**src/rtl/pe_seq_ctrl.sv**
```systemverilog
// PE sequencer: streams ifmap/weights into the spads, clears psums, runs a hazard-free S*P MAC loop, then optionally accumulates upstream psums.
// All outputs registered (one cycle after the deciding state); stream readies are combinational; ACC issues only when upstream valid and downstream ready.
module pe_seq_ctrl #(
  parameter int IFMAP_ADDR_BITWIDTH = 4,
  parameter int WGHT_ADDR_BITWIDTH  = 7,
  parameter int PSUM_ADDR_BITWIDTH  = 3,
  parameter int PIPE_LAT            = 4
) (
  input  logic                           i_clk,
  input  logic                           i_rst,
  input  logic                           i_start,
  input  logic [IFMAP_ADDR_BITWIDTH-1:0] i_cfg_s_m1,
  input  logic [PSUM_ADDR_BITWIDTH-1:0]  i_cfg_p_m1,
  input  logic                           i_cfg_wght_reuse,
  input  logic                           i_cfg_acc_en,
  input  logic                           i_ifmap_valid,
  output logic                           o_ifmap_ready,
  input  logic                           i_wght_valid,
  output logic                           o_wght_ready,
  input  logic                           i_psum_in_valid,
  output logic                           o_psum_in_ready,
  input  logic                           i_psum_out_ready,
  output logic                           o_ifmap_we,
  output logic                           o_wght_we,
  output logic                           o_psum_we,
  output logic [IFMAP_ADDR_BITWIDTH-1:0] o_ifmap_wa,
  output logic [IFMAP_ADDR_BITWIDTH-1:0] o_ifmap_ra,
  output logic [WGHT_ADDR_BITWIDTH-1:0]  o_wght_wa,
  output logic [WGHT_ADDR_BITWIDTH-1:0]  o_wght_ra,
  output logic [PSUM_ADDR_BITWIDTH-1:0]  o_psum_wa,
  output logic [PSUM_ADDR_BITWIDTH-1:0]  o_psum_ra,
  output logic                           o_acc_sel,
  output logic                           o_rst_psum,
  output logic                           o_busy,
  output logic                           o_done,
  output logic                           o_cfg_err
);
  localparam int IAB  = IFMAP_ADDR_BITWIDTH;
  localparam int WAB  = WGHT_ADDR_BITWIDTH;
  localparam int PAB  = PSUM_ADDR_BITWIDTH;
  localparam int SCW  = IAB + 1;
  localparam int PCW0 = PAB + 1;
  localparam int LCW  = $clog2(PIPE_LAT + 1);
  localparam int PCW  = (PCW0 > LCW) ? PCW0 : LCW;
  localparam int WCW  = WAB + 1;
  localparam int EW0  = SCW + PCW0;
  localparam int EW   = (EW0 > WCW) ? EW0 + 1 : WCW + 1;

  typedef enum logic [2:0] {
    ST_IDLE, ST_LOAD, ST_CLEAR, ST_MAC, ST_DRAIN, ST_ACC, ST_DRAIN2, ST_DONE
  } state_t;

  state_t         state_q, state_d;
  logic [IAB-1:0] s_m1_q, s_m1_d;
  logic [PAB-1:0] p_m1_q, p_m1_d;
  logic           acc_en_q, acc_en_d;
  logic [WCW-1:0] wtgt_q, wtgt_d;
  logic [SCW-1:0] icnt_q, icnt_d;   // ifmap load count, then MAC s index
  logic [WCW-1:0] wcnt_q, wcnt_d;   // weight load count, then running weight read address
  logic [PCW-1:0] pcnt_q, pcnt_d;   // psum index / MAC slot
  logic [LCW-1:0] lcnt_q, lcnt_d;

  logic           ifmap_we_q, ifmap_we_d, wght_we_q, wght_we_d, psum_we_q, psum_we_d;
  logic [IAB-1:0] ifmap_wa_q, ifmap_wa_d, ifmap_ra_q, ifmap_ra_d;
  logic [WAB-1:0] wght_wa_q, wght_wa_d, wght_ra_q, wght_ra_d;
  logic [PAB-1:0] psum_addr_q, psum_addr_d;
  logic           acc_sel_q, acc_sel_d, rst_psum_q, rst_psum_d;
  logic           busy_q, busy_d, done_q, done_d, cfg_err_q, cfg_err_d;

  logic [SCW-1:0] s_full, cfg_s;
  logic [PCW0-1:0] cfg_p;
  logic [EW-1:0]  cfg_prod;
  logic [PCW-1:0] p_last, slot_last;

  assign s_full    = SCW'(s_m1_q) + 1'b1;
  assign cfg_s     = SCW'(i_cfg_s_m1) + 1'b1;
  assign cfg_p     = PCW0'(i_cfg_p_m1) + 1'b1;
  assign cfg_prod  = EW'(cfg_s) * EW'(cfg_p);
  assign p_last    = PCW'(p_m1_q);
  // Short psum rows are padded so each psum is revisited no sooner than PIPE_LAT cycles later.
  assign slot_last = (p_last >= PCW'(PIPE_LAT - 1)) ? p_last : PCW'(PIPE_LAT - 1);

  assign o_ifmap_ready   = (state_q == ST_LOAD) && (icnt_q < s_full);
  assign o_wght_ready    = (state_q == ST_LOAD) && (wcnt_q < wtgt_q);
  assign o_psum_in_ready = (state_q == ST_ACC) && i_psum_in_valid && i_psum_out_ready;

  always_comb begin
    state_d     = state_q;
    s_m1_d      = s_m1_q;
    p_m1_d      = p_m1_q;
    acc_en_d    = acc_en_q;
    wtgt_d      = wtgt_q;
    icnt_d      = icnt_q;
    wcnt_d      = wcnt_q;
    pcnt_d      = pcnt_q;
    lcnt_d      = lcnt_q;
    ifmap_we_d  = 1'b0;
    ifmap_wa_d  = '0;
    ifmap_ra_d  = '0;
    wght_we_d   = 1'b0;
    wght_wa_d   = '0;
    wght_ra_d   = '0;
    psum_we_d   = 1'b0;
    psum_addr_d = '0;
    acc_sel_d   = 1'b0;
    rst_psum_d  = 1'b0;
    done_d      = 1'b0;
    cfg_err_d   = 1'b0;

    case (state_q)
      ST_IDLE: begin
        if (i_start) begin
          s_m1_d   = i_cfg_s_m1;
          p_m1_d   = i_cfg_p_m1;
          acc_en_d = i_cfg_acc_en;
          wtgt_d   = i_cfg_wght_reuse ? '0 : WCW'(cfg_prod);
          icnt_d   = '0;
          wcnt_d   = '0;
          pcnt_d   = '0;
          lcnt_d   = '0;
          if (cfg_prod > EW'(2 ** WAB)) cfg_err_d = 1'b1;
          else                          state_d   = ST_LOAD;
        end
      end
      ST_LOAD: begin
        if (i_ifmap_valid && o_ifmap_ready) begin
          ifmap_we_d = 1'b1;
          ifmap_wa_d = icnt_q[IAB-1:0];
          icnt_d     = icnt_q + 1'b1;
        end
        if (i_wght_valid && o_wght_ready) begin
          wght_we_d = 1'b1;
          wght_wa_d = wcnt_q[WAB-1:0];
          wcnt_d    = wcnt_q + 1'b1;
        end
        if (icnt_d == s_full && wcnt_d == wtgt_q) begin
          state_d = ST_CLEAR;
          pcnt_d  = '0;
        end
      end
      ST_CLEAR: begin
        psum_we_d   = 1'b1;
        rst_psum_d  = 1'b1;
        psum_addr_d = pcnt_q[PAB-1:0];
        pcnt_d      = pcnt_q + 1'b1;
        if (pcnt_q == p_last) begin
          state_d = ST_MAC;
          pcnt_d  = '0;
          icnt_d  = '0;
          wcnt_d  = '0;
        end
      end
      ST_MAC: begin
        if (pcnt_q <= p_last) begin
          ifmap_ra_d  = icnt_q[IAB-1:0];
          wght_ra_d   = wcnt_q[WAB-1:0];
          psum_we_d   = 1'b1;
          psum_addr_d = pcnt_q[PAB-1:0];
          wcnt_d      = wcnt_q + WCW'(s_full);
        end
        if (pcnt_q == slot_last) begin
          pcnt_d = '0;
          wcnt_d = WCW'(icnt_q) + 1'b1;
          icnt_d = icnt_q + 1'b1;
          if (icnt_q == SCW'(s_m1_q)) begin
            state_d = ST_DRAIN;
            lcnt_d  = '0;
          end
        end else begin
          pcnt_d = pcnt_q + 1'b1;
        end
      end
      ST_DRAIN, ST_DRAIN2: begin
        lcnt_d = lcnt_q + 1'b1;
        if (lcnt_q == LCW'(PIPE_LAT - 1)) begin
          lcnt_d = '0;
          pcnt_d = '0;
          if (state_q == ST_DRAIN && acc_en_q) begin
            state_d = ST_ACC;
          end else begin
            state_d = ST_DONE;
            done_d  = 1'b1;
          end
        end
      end
      ST_ACC: begin
        if (o_psum_in_ready) begin
          acc_sel_d   = 1'b1;
          psum_addr_d = pcnt_q[PAB-1:0];
          pcnt_d      = pcnt_q + 1'b1;
          if (pcnt_q == p_last) begin
            state_d = ST_DRAIN2;
            lcnt_d  = '0;
          end
        end
      end
      ST_DONE: state_d = ST_IDLE;
      default: state_d = ST_IDLE;
    endcase

    busy_d = (state_d != ST_IDLE);
  end

  always_ff @(posedge i_clk) begin
    if (i_rst) begin
      state_q     <= ST_IDLE;
      s_m1_q      <= '0;
      p_m1_q      <= '0;
      acc_en_q    <= 1'b0;
      wtgt_q      <= '0;
      icnt_q      <= '0;
      wcnt_q      <= '0;
      pcnt_q      <= '0;
      lcnt_q      <= '0;
      ifmap_we_q  <= 1'b0;
      ifmap_wa_q  <= '0;
      ifmap_ra_q  <= '0;
      wght_we_q   <= 1'b0;
      wght_wa_q   <= '0;
      wght_ra_q   <= '0;
      psum_we_q   <= 1'b0;
      psum_addr_q <= '0;
      acc_sel_q   <= 1'b0;
      rst_psum_q  <= 1'b0;
      busy_q      <= 1'b0;
      done_q      <= 1'b0;
      cfg_err_q   <= 1'b0;
    end else begin
      state_q     <= state_d;
      s_m1_q      <= s_m1_d;
      p_m1_q      <= p_m1_d;
      acc_en_q    <= acc_en_d;
      wtgt_q      <= wtgt_d;
      icnt_q      <= icnt_d;
      wcnt_q      <= wcnt_d;
      pcnt_q      <= pcnt_d;
      lcnt_q      <= lcnt_d;
      ifmap_we_q  <= ifmap_we_d;
      ifmap_wa_q  <= ifmap_wa_d;
      ifmap_ra_q  <= ifmap_ra_d;
      wght_we_q   <= wght_we_d;
      wght_wa_q   <= wght_wa_d;
      wght_ra_q   <= wght_ra_d;
      psum_we_q   <= psum_we_d;
      psum_addr_q <= psum_addr_d;
      acc_sel_q   <= acc_sel_d;
      rst_psum_q  <= rst_psum_d;
      busy_q      <= busy_d;
      done_q      <= done_d;
      cfg_err_q   <= cfg_err_d;
    end
  end

  assign o_ifmap_we = ifmap_we_q;
  assign o_ifmap_wa = ifmap_wa_q;
  assign o_ifmap_ra = ifmap_ra_q;
  assign o_wght_we  = wght_we_q;
  assign o_wght_wa  = wght_wa_q;
  assign o_wght_ra  = wght_ra_q;
  assign o_psum_we  = psum_we_q;
  assign o_psum_wa  = psum_addr_q;
  assign o_psum_ra  = psum_addr_q;
  assign o_acc_sel  = acc_sel_q;
  assign o_rst_psum = rst_psum_q;
  assign o_busy     = busy_q;
  assign o_done     = done_q;
  assign o_cfg_err  = cfg_err_q;

endmodule

```
**config.mk**
```make
export PLATFORM = sky130hd
export DESIGN_NAME = pe_seq_ctrl
export DESIGN_NICKNAME = d
export VERILOG_FILES = /design/src/rtl/pe_seq_ctrl.sv
export SDC_FILE = /design/constraint.sdc
export NUM_CORES = 1
export LEC_CHECK = 0
export ABC_AREA = 0
export CORE_ASPECT_RATIO = 1.75
export CORE_UTILIZATION = 51
export CTS_CLUSTER_DIAMETER = 100
export DETAILED_ROUTE_END_ITERATION = 12
export GPL_TIMING_DRIVEN = 0
export PLACE_DENSITY = 0.82
export SLEW_MARGIN = 0
export SYNTH_ARGS = -nofsm -noshare
export SYNTH_HDL_FRONTEND = slang
export SYNTH_SLANG_ARGS = --single-unit
```
**constraint.sdc**
```tcl
create_clock -name i_clk -period 5.75 [get_ports i_clk]
set_input_delay 1.15 -clock i_clk [delete_from_list [all_inputs] [get_ports i_clk]]
set_output_delay 1.15 -clock i_clk [all_outputs]
set_load 0.02 [all_outputs]
```
==> results.json, run 1 <==
{
  "synth_xor_area_share_pct": 7.08,
  "yosys.area.top_type": "dfxtp_1",
  "crit_path_start_kind": "primary input",
  "synth_top_family_by_area": "simple AND/OR/NAND/NOR gates",
  "switching_share_pct": 31.3,
  "async_flop_share_pct": 0,
  "yosys-top-cells-count": "dfxtp_1 (72), nor2_1 (54), a21oi_1 (50)",
  "fin_crit_sh_pct": 95.5,
  "synth_top_area_share_pct": 28.9,
  "synth_warnings": 0,
  "fin_ws_ns": 0.256,
  "synth_cell_type_count": 74,
  "grt_use_total_pct": 27.6,
  "viasPerCell": 6.00,
  "overflow": 0,
  "grt_pass1_vias": 4662,
  "drtAntennaViolNets": 0,
  "yosys.area_share.adder_pct": 12.8,
  "syn_area_per_cell_um2": 8.28,
  "required_ns": 6.01,
  "final_nets": 730,
  "rsz0062_at_grt": "no",
  "wl_um": 13600,
  "drive_above_1_share_pct": 6.99,
  "reg2reg_to": "pcnt_q[1]",
  "start_util_pct": 52.7,
  "path_max_fanout": 8,
  "skew_ns": 0.00730,
  "cts_resized": 0,
  "num_antenna_cells": 0,
  "numPortBuffers": 54,
  "critPathKind": "in2reg",
  "drt_iter0_markers": 403,
  "clockBufferDepth": 2,
  "p_int_mw": 1.07,
  "setup_viol": 0,
  "antenna_found_initial": 0,
  "cts.sinks": 72,
  "wl_met2_um": 7380,
  "worstSetupEndpointType": "register",
  "synth_nets": 665,
  "synth.cell_area_um2": 4990,
  "cts-root-buf": "clkbuf_16",
  "highest_layer": "met4",
  "coreArea_um2": 9470,
  "wl_met3_um": 638,
  "hpwl_um": 10600,
  "yosysMostFrequentCell": "dfxtp_1",
  "relSlewSlack_pct": 21.2,
  "peakVddDrop_mv": 0.209,
  "pre_cts_slack_ns": -0.0749,
  "met1_length_um": 4850,
  "r2r_slack_ns": 2.40,
  "grt_max_degree": 14,
  "fmax_mhz": 182,
  "p_seq_share_pct": 34.3,
  "grt_pass1_wl_um": 22000,
  "crit_end": "o_busy",
  "die_h_um": 133,
  "insertion_delay_ns": 0.35,
  "wl_per_cell_um": 17.2,
  "outcome": "complete, no violations",
  "place.gp.congestion": 1.01,
  "drv_cap": 0,
  "die_area_um2": 10200,
  "regToRegStartpoint": "s_m1_q[0]",
  "synthCells": 602,
  "p_per_area_nw_per_um2": 259,
  "cts_tree": "done",
  "io_pins": 55,
  "whs_ns": 0.481,
  "cp-startpoint": "i_cfg_p_m1[0]",
  "dr_total_vias": 4765,
  "min_path_type": "reg2reg",
  "p_sw_mw": 0.487,
  "yosysSeqAreaShare_pct": 28.9,
  "clkTransAtPathRegs_ns": 0.06,
  "worstPathArrival_ns": 5.75,
  "synth_simple_gate_area_share_pct": 23.6,
  "hold_buffers": 0,
  "reg2regPathDepth": 12,
  "yosys-mux-area-fraction_pct": 1.63,
  "cts_made_buffers": 9,
  "first_pass_iters": 5,
  "power_frac_comb_pct": 26.3,
  "drcViolationCount": 0,
  "ys.flop_type": "dfxtp_1",
  "p_leak_nw": 2.39,
  "maxSlewViolCount": 0,
  "die_x_um": 76.7,
  "pwr-share-clk_pct": 39.4,
  "syn2layout_area_growth_pct": 20.5,
  "hold_viol": 0,
  "synth_compound_area_share_pct": 20.2,
  "yosys-top-cells-area": "dfxtp_1 (29%), ha_1 (10%), a21oi_1 (5.0%), nor2_1 (4.1%), xnor2_1 (3.9%)",
  "ys_ff_latch": 72,
  "worst_slew_pin_slew_ns": 1.17,
  "synth_edf_count": 0,
  "htreeDepth": 3,
  "cts_setup_buffers": 0,
  "rows": 47,
  "fin_crit_ns": 5.49
}
## through the flow
step / std cells / instance area, um2 / setup TNS (ns) / total power [mW] / utilization (%)
after floorplan: 602 / 4990 / 0 / 0.832 / -
after global placement: 778 / 5680 / 0 / 0.929 / 60.0
after detailed placement: 778 / 5680 / -0.103 / 0.944 / 60.0
after CTS: 794 / 6010 / 0 / 1.56 / 63.5
after global routing: 794 / 6010 / 0 / 1.62 / 63.5
final: 794 / 6010 / 0 / 1.56 / 63.5
## per-layer routing
metal	track usage [%]	vias to the layer above
li1	-	2250
met1	26.7	2262
met2	50.6	194
met3	5.03	59
met4	21.2	0
met5	0	-
## worst min-delay path by stage
stage	depth (start not counted)	endpoint	from
3_5_place_dp	2	acc_en_q	acc_en_q
2_1_floorplan	1	o_done	acc_en_q
3_3_place_gp	1	lcnt_q[2]	lcnt_q[2]
6_report	2	acc_en_q	acc_en_q
5_1_grt	2	acc_en_q	acc_en_q
4_1_cts	2	acc_en_q	acc_en_q
## cell families after synthesis
family | count (synthesis)
simple gates | 227
compound gates | 143
flops | 72
buf+inv | 68
fa+ha+maj | 47
xor+xnor | 37
mux | 8
## layout make-up
cell class	instances	area (um2)
Fill cell	788	3460
Multi-Input combinational cell	462	3260
Sequential cell	72	1440
Timing Repair Buffer	54	541
Clock buffer	10	239
Tap cell	122	153
Buffer	30	144
Inverter	38	143
Clock inverter	6	90.1
## power groups by stage
stage | logic, mW | clock network (mW) | registers (mW)
finish | 0.410 | 0.613 | 0.533
global route | 0.447 | 0.638 | 0.534
CTS | 0.405 | 0.620 | 0.532
detailed placement | 0.402 | 0 | 0.543
global placement | 0.387 | 0 | 0.542
floorplan | 0.290 | 0 | 0.542
## sequential cells by signal, summed over array words and instances (netlist names), 4 cells and up
signal      flops
o_wght_ra       7
o_wght_wa       7
o_ifmap_ra      4
o_ifmap_wa      4
icnt_q          5
wcnt_q          8
pcnt_q          4
wtgt_q          8
s_m1_q          4
## cells in the final DEF (no fill, tap or decap), types with 6 or more instances in the layout
master,netlist,layout
dfxtp_1,72,72
nor2_1,54,54
clkdlybuf4s50_1,0,54
a21oi_1,50,50
nand2_1,49,49
ha_1,40,40
inv_1,36,36
and2_1,26,26
o21ai_0,23,23
xnor2_1,22,22
clkbuf_1,21,21
nor3_1,19,19
nand3_1,14,14
nand2b_1,14,14
xor2_1,13,13
clkbuf_16,0,9
nor2b_1,7,7
a21o_1,7,7
a211oi_1,7,7
nor4_1,7,7
mux2i_1,7,7
fa_1,7,7
a22oi_1,6,6
## critical path, cell delays in order
cell and delay (ns):
clkdlybuf4s50_1 0.48, clkbuf_1 0.32, nand3_1 0.28, or2_2 0.36, fa_1 0.53, inv_1 0.06
fa_1 0.56, inv_1 0.07, fa_1 0.45, inv_1 0.08, a21o_1 0.11, a21oi_1 0.09
xnor2_1 0.15, or3_1 0.37, a21oi_1 0.30, a221oi_1 0.15, o211ai_1 0.23
(Power assumes the default switching activity.)
==> inputs of run 2 (changes only) <==
GPL_ROUTABILITY_DRIVEN = 1   (was unset)
SLEW_MARGIN = unset   (was 0)
==> results of run 2 <==
Final layout, timing and power as in run 1 (identical DEF).
==> inputs of run 3 (changes only) <==
CORE_UTILIZATION = 32   (was 51)
PLACE_DENSITY = 0.59   (was 0.82)
==> results.json, run 3 (synthesis results as in run 1) <==
{
  "layout_commonest_cell": "dfxtp_1",
  "cts_made_buffers": 9,
  "maxSlewViolCount": 0,
  "wl_um": 14700,
  "final_nets": 730,
  "relSlewSlack_pct": 19.2,
  "first_pass_iters": 9,
  "grt_max_degree": 14,
  "finalSetupTns_ns": 0,
  "hold_viol": 0,
  "drv_cap": 0,
  "drcViolationCount": 1,
  "rows": 60,
  "viasPerCell": 5.38,
  "violations": "DRC",
  "finalInstanceArea_um2": 6050,
  "pre_cts_slack_ns": -0.0799,
  "fin_crit_sh_pct": 94.9,
  "start_util_pct": 32.6,
  "fin_ws_ns": 0.295,
  "worstPathArrival_ns": 5.70,
  "io_pins": 55,
  "fillers": 1587,
  "critPathKind": "in2reg",
  "place_inst": 842,
  "p_per_area_nw_per_um2": 249,
  "utilization_pct": 39.5,
  "required_ns": 6.00,
  "wl_per_cell_um": 17.1,
  "htreeDepth": 3,
  "drt_iter0_markers": 295,
  "reg_top3": "wcnt_q: 8 flops, wtgt_q: 8 flops",
  "cts-root-buf": "clkbuf_16",
  "dr_total_vias": 4618,
  "worst_slew_pin_slew_ns": 1.20,
  "cts_resized": 0,
  "antenna_found_initial": 0,
  "rsz0062_at_grt": "no",
  "clkTransAtPathRegs_ns": 0.06,
  "outcome": "finished with violations",
  "numPortBuffers": 54,
  "die_area_um2": 16100,
  "insertion_delay_ns": 0.34,
  "grt_pass1_vias": 4558,
  "fmax_mhz": 183,
  "final_cell_mix": "dfxtp_1 (72), nor2_1 (54), clkdlybuf4s50_1 (54), a21oi_1 (50), nand2_1 (49)",
  "crit_path_start_kind": "primary input",
  "syn2layout_area_growth_pct": 21.4,
  "drive_above_1_share_pct": 6.99,
  "setup_viol": 0,
  "dpl_cell_area_um2": 5760,
  "grt_use_total_pct": 18.7,
  "coreArea_um2": 15300,
  "worstSetupEndpointType": "register",
  "path_max_fanout": 8,
  "die_h_um": 167,
  "peakVddDrop_mv": 0.147,
  "min_path_type": "reg2reg",
  "cts.sinks": 72,
  "overflow": 0,
  "fin_crit_ns": 5.46,
  "skew_ns": 0.0115,
  "grt_pass1_wl_um": 22700,
  "drtAntennaViolNets": 0,
  "final_cell_count_no_fill": 858,
  "hold_buffers": 0,
  "cts_tree": "done",
  "multi_input_area_um2": 3260,
  "hpwl_um": 11800,
  "cts_setup_buffers": 0,
  "die_x_um": 96.4,
  "num_antenna_cells": 0,
  "clockBufferDepth": 2,
  "p_leak_nw": 2.37,
  "seqCellArea_um2": 1440,
  "place.gp.congestion": 0.902
}
==> run 3: cell count changes in the layout (fill, tap and decap cells not counted) <==
cell       before  now
bufinv_16       2    1
clkbuf_8        1    0
clkinv_2        1    3
clkinv_4        1    0
inv_6           1    2
==> run 3: area by class of cell <==
class	count	share of cell area, %
Multi-Input combinational cell	462	53.8
Sequential cell	72	23.8
Timing Repair Buffer	54	8.93
Tap cell	186	3.84
Clock buffer	9	3.72
Buffer	30	2.38
Inverter	38	2.36
Clock inverter	7	1.16
==> run 3: through the flow <==
| stage | hold WS (ns) | power [mW] |
|---|---|---|
| final | 0.491 | 1.51 |
| after floorplan | 0.440 | 0.832 |
| after global routing | 0.517 | 1.58 |
| after global placement | 0.473 | 0.945 |
| after detailed placement | 0.491 | 0.953 |
| after CTS | 0.499 | 1.52 |
==> run 3: power by group <==
part	switching [mW]	leakage (nW)	total (mW)	internal [mW]
Combinational	0.251	1.65	0.413	0.161
Sequential	0.0171	0.582	0.533	0.515
Clock	0.225	0.146	0.561	0.337
Total	0.493	2.37	1.51	1.01
==> run 3: routing by layer <==
metal  routed length, um  track usage, %
met1                5340            18.9
met2                8270            36.0
met3                 440            2.27
met4                 601            8.95
met5                   0               0
==> run 3: worst max-delay path, stage by stage <==
cell	delay, ns
clkdlybuf4s50_1	0.49
clkbuf_1	0.32
nand3_1	0.26
or2_2	0.36
fa_1	0.53
inv_1	0.05
fa_1	0.56
inv_1	0.06
fa_1	0.45
inv_1	0.07
a21o_1	0.10
a21oi_1	0.09
xnor2_1	0.15
or3_1	0.37
a21oi_1	0.31
a221oi_1	0.15
o211ai_1	0.21
==> run 3: path summary, 6_finish.rpt <==
check | depth (start not counted) | start | to | slack [ns]
hold reg to reg | 2 | acc_en_q | acc_en_q | 0.49
setup / recovery | 17 | i_cfg_p_m1[0] | o_busy | 0.29
setup reg to reg | 12 | s_m1_q[1] | pcnt_q[1] | 2.45
hold / removal | 2 | acc_en_q | acc_en_q | 0.49
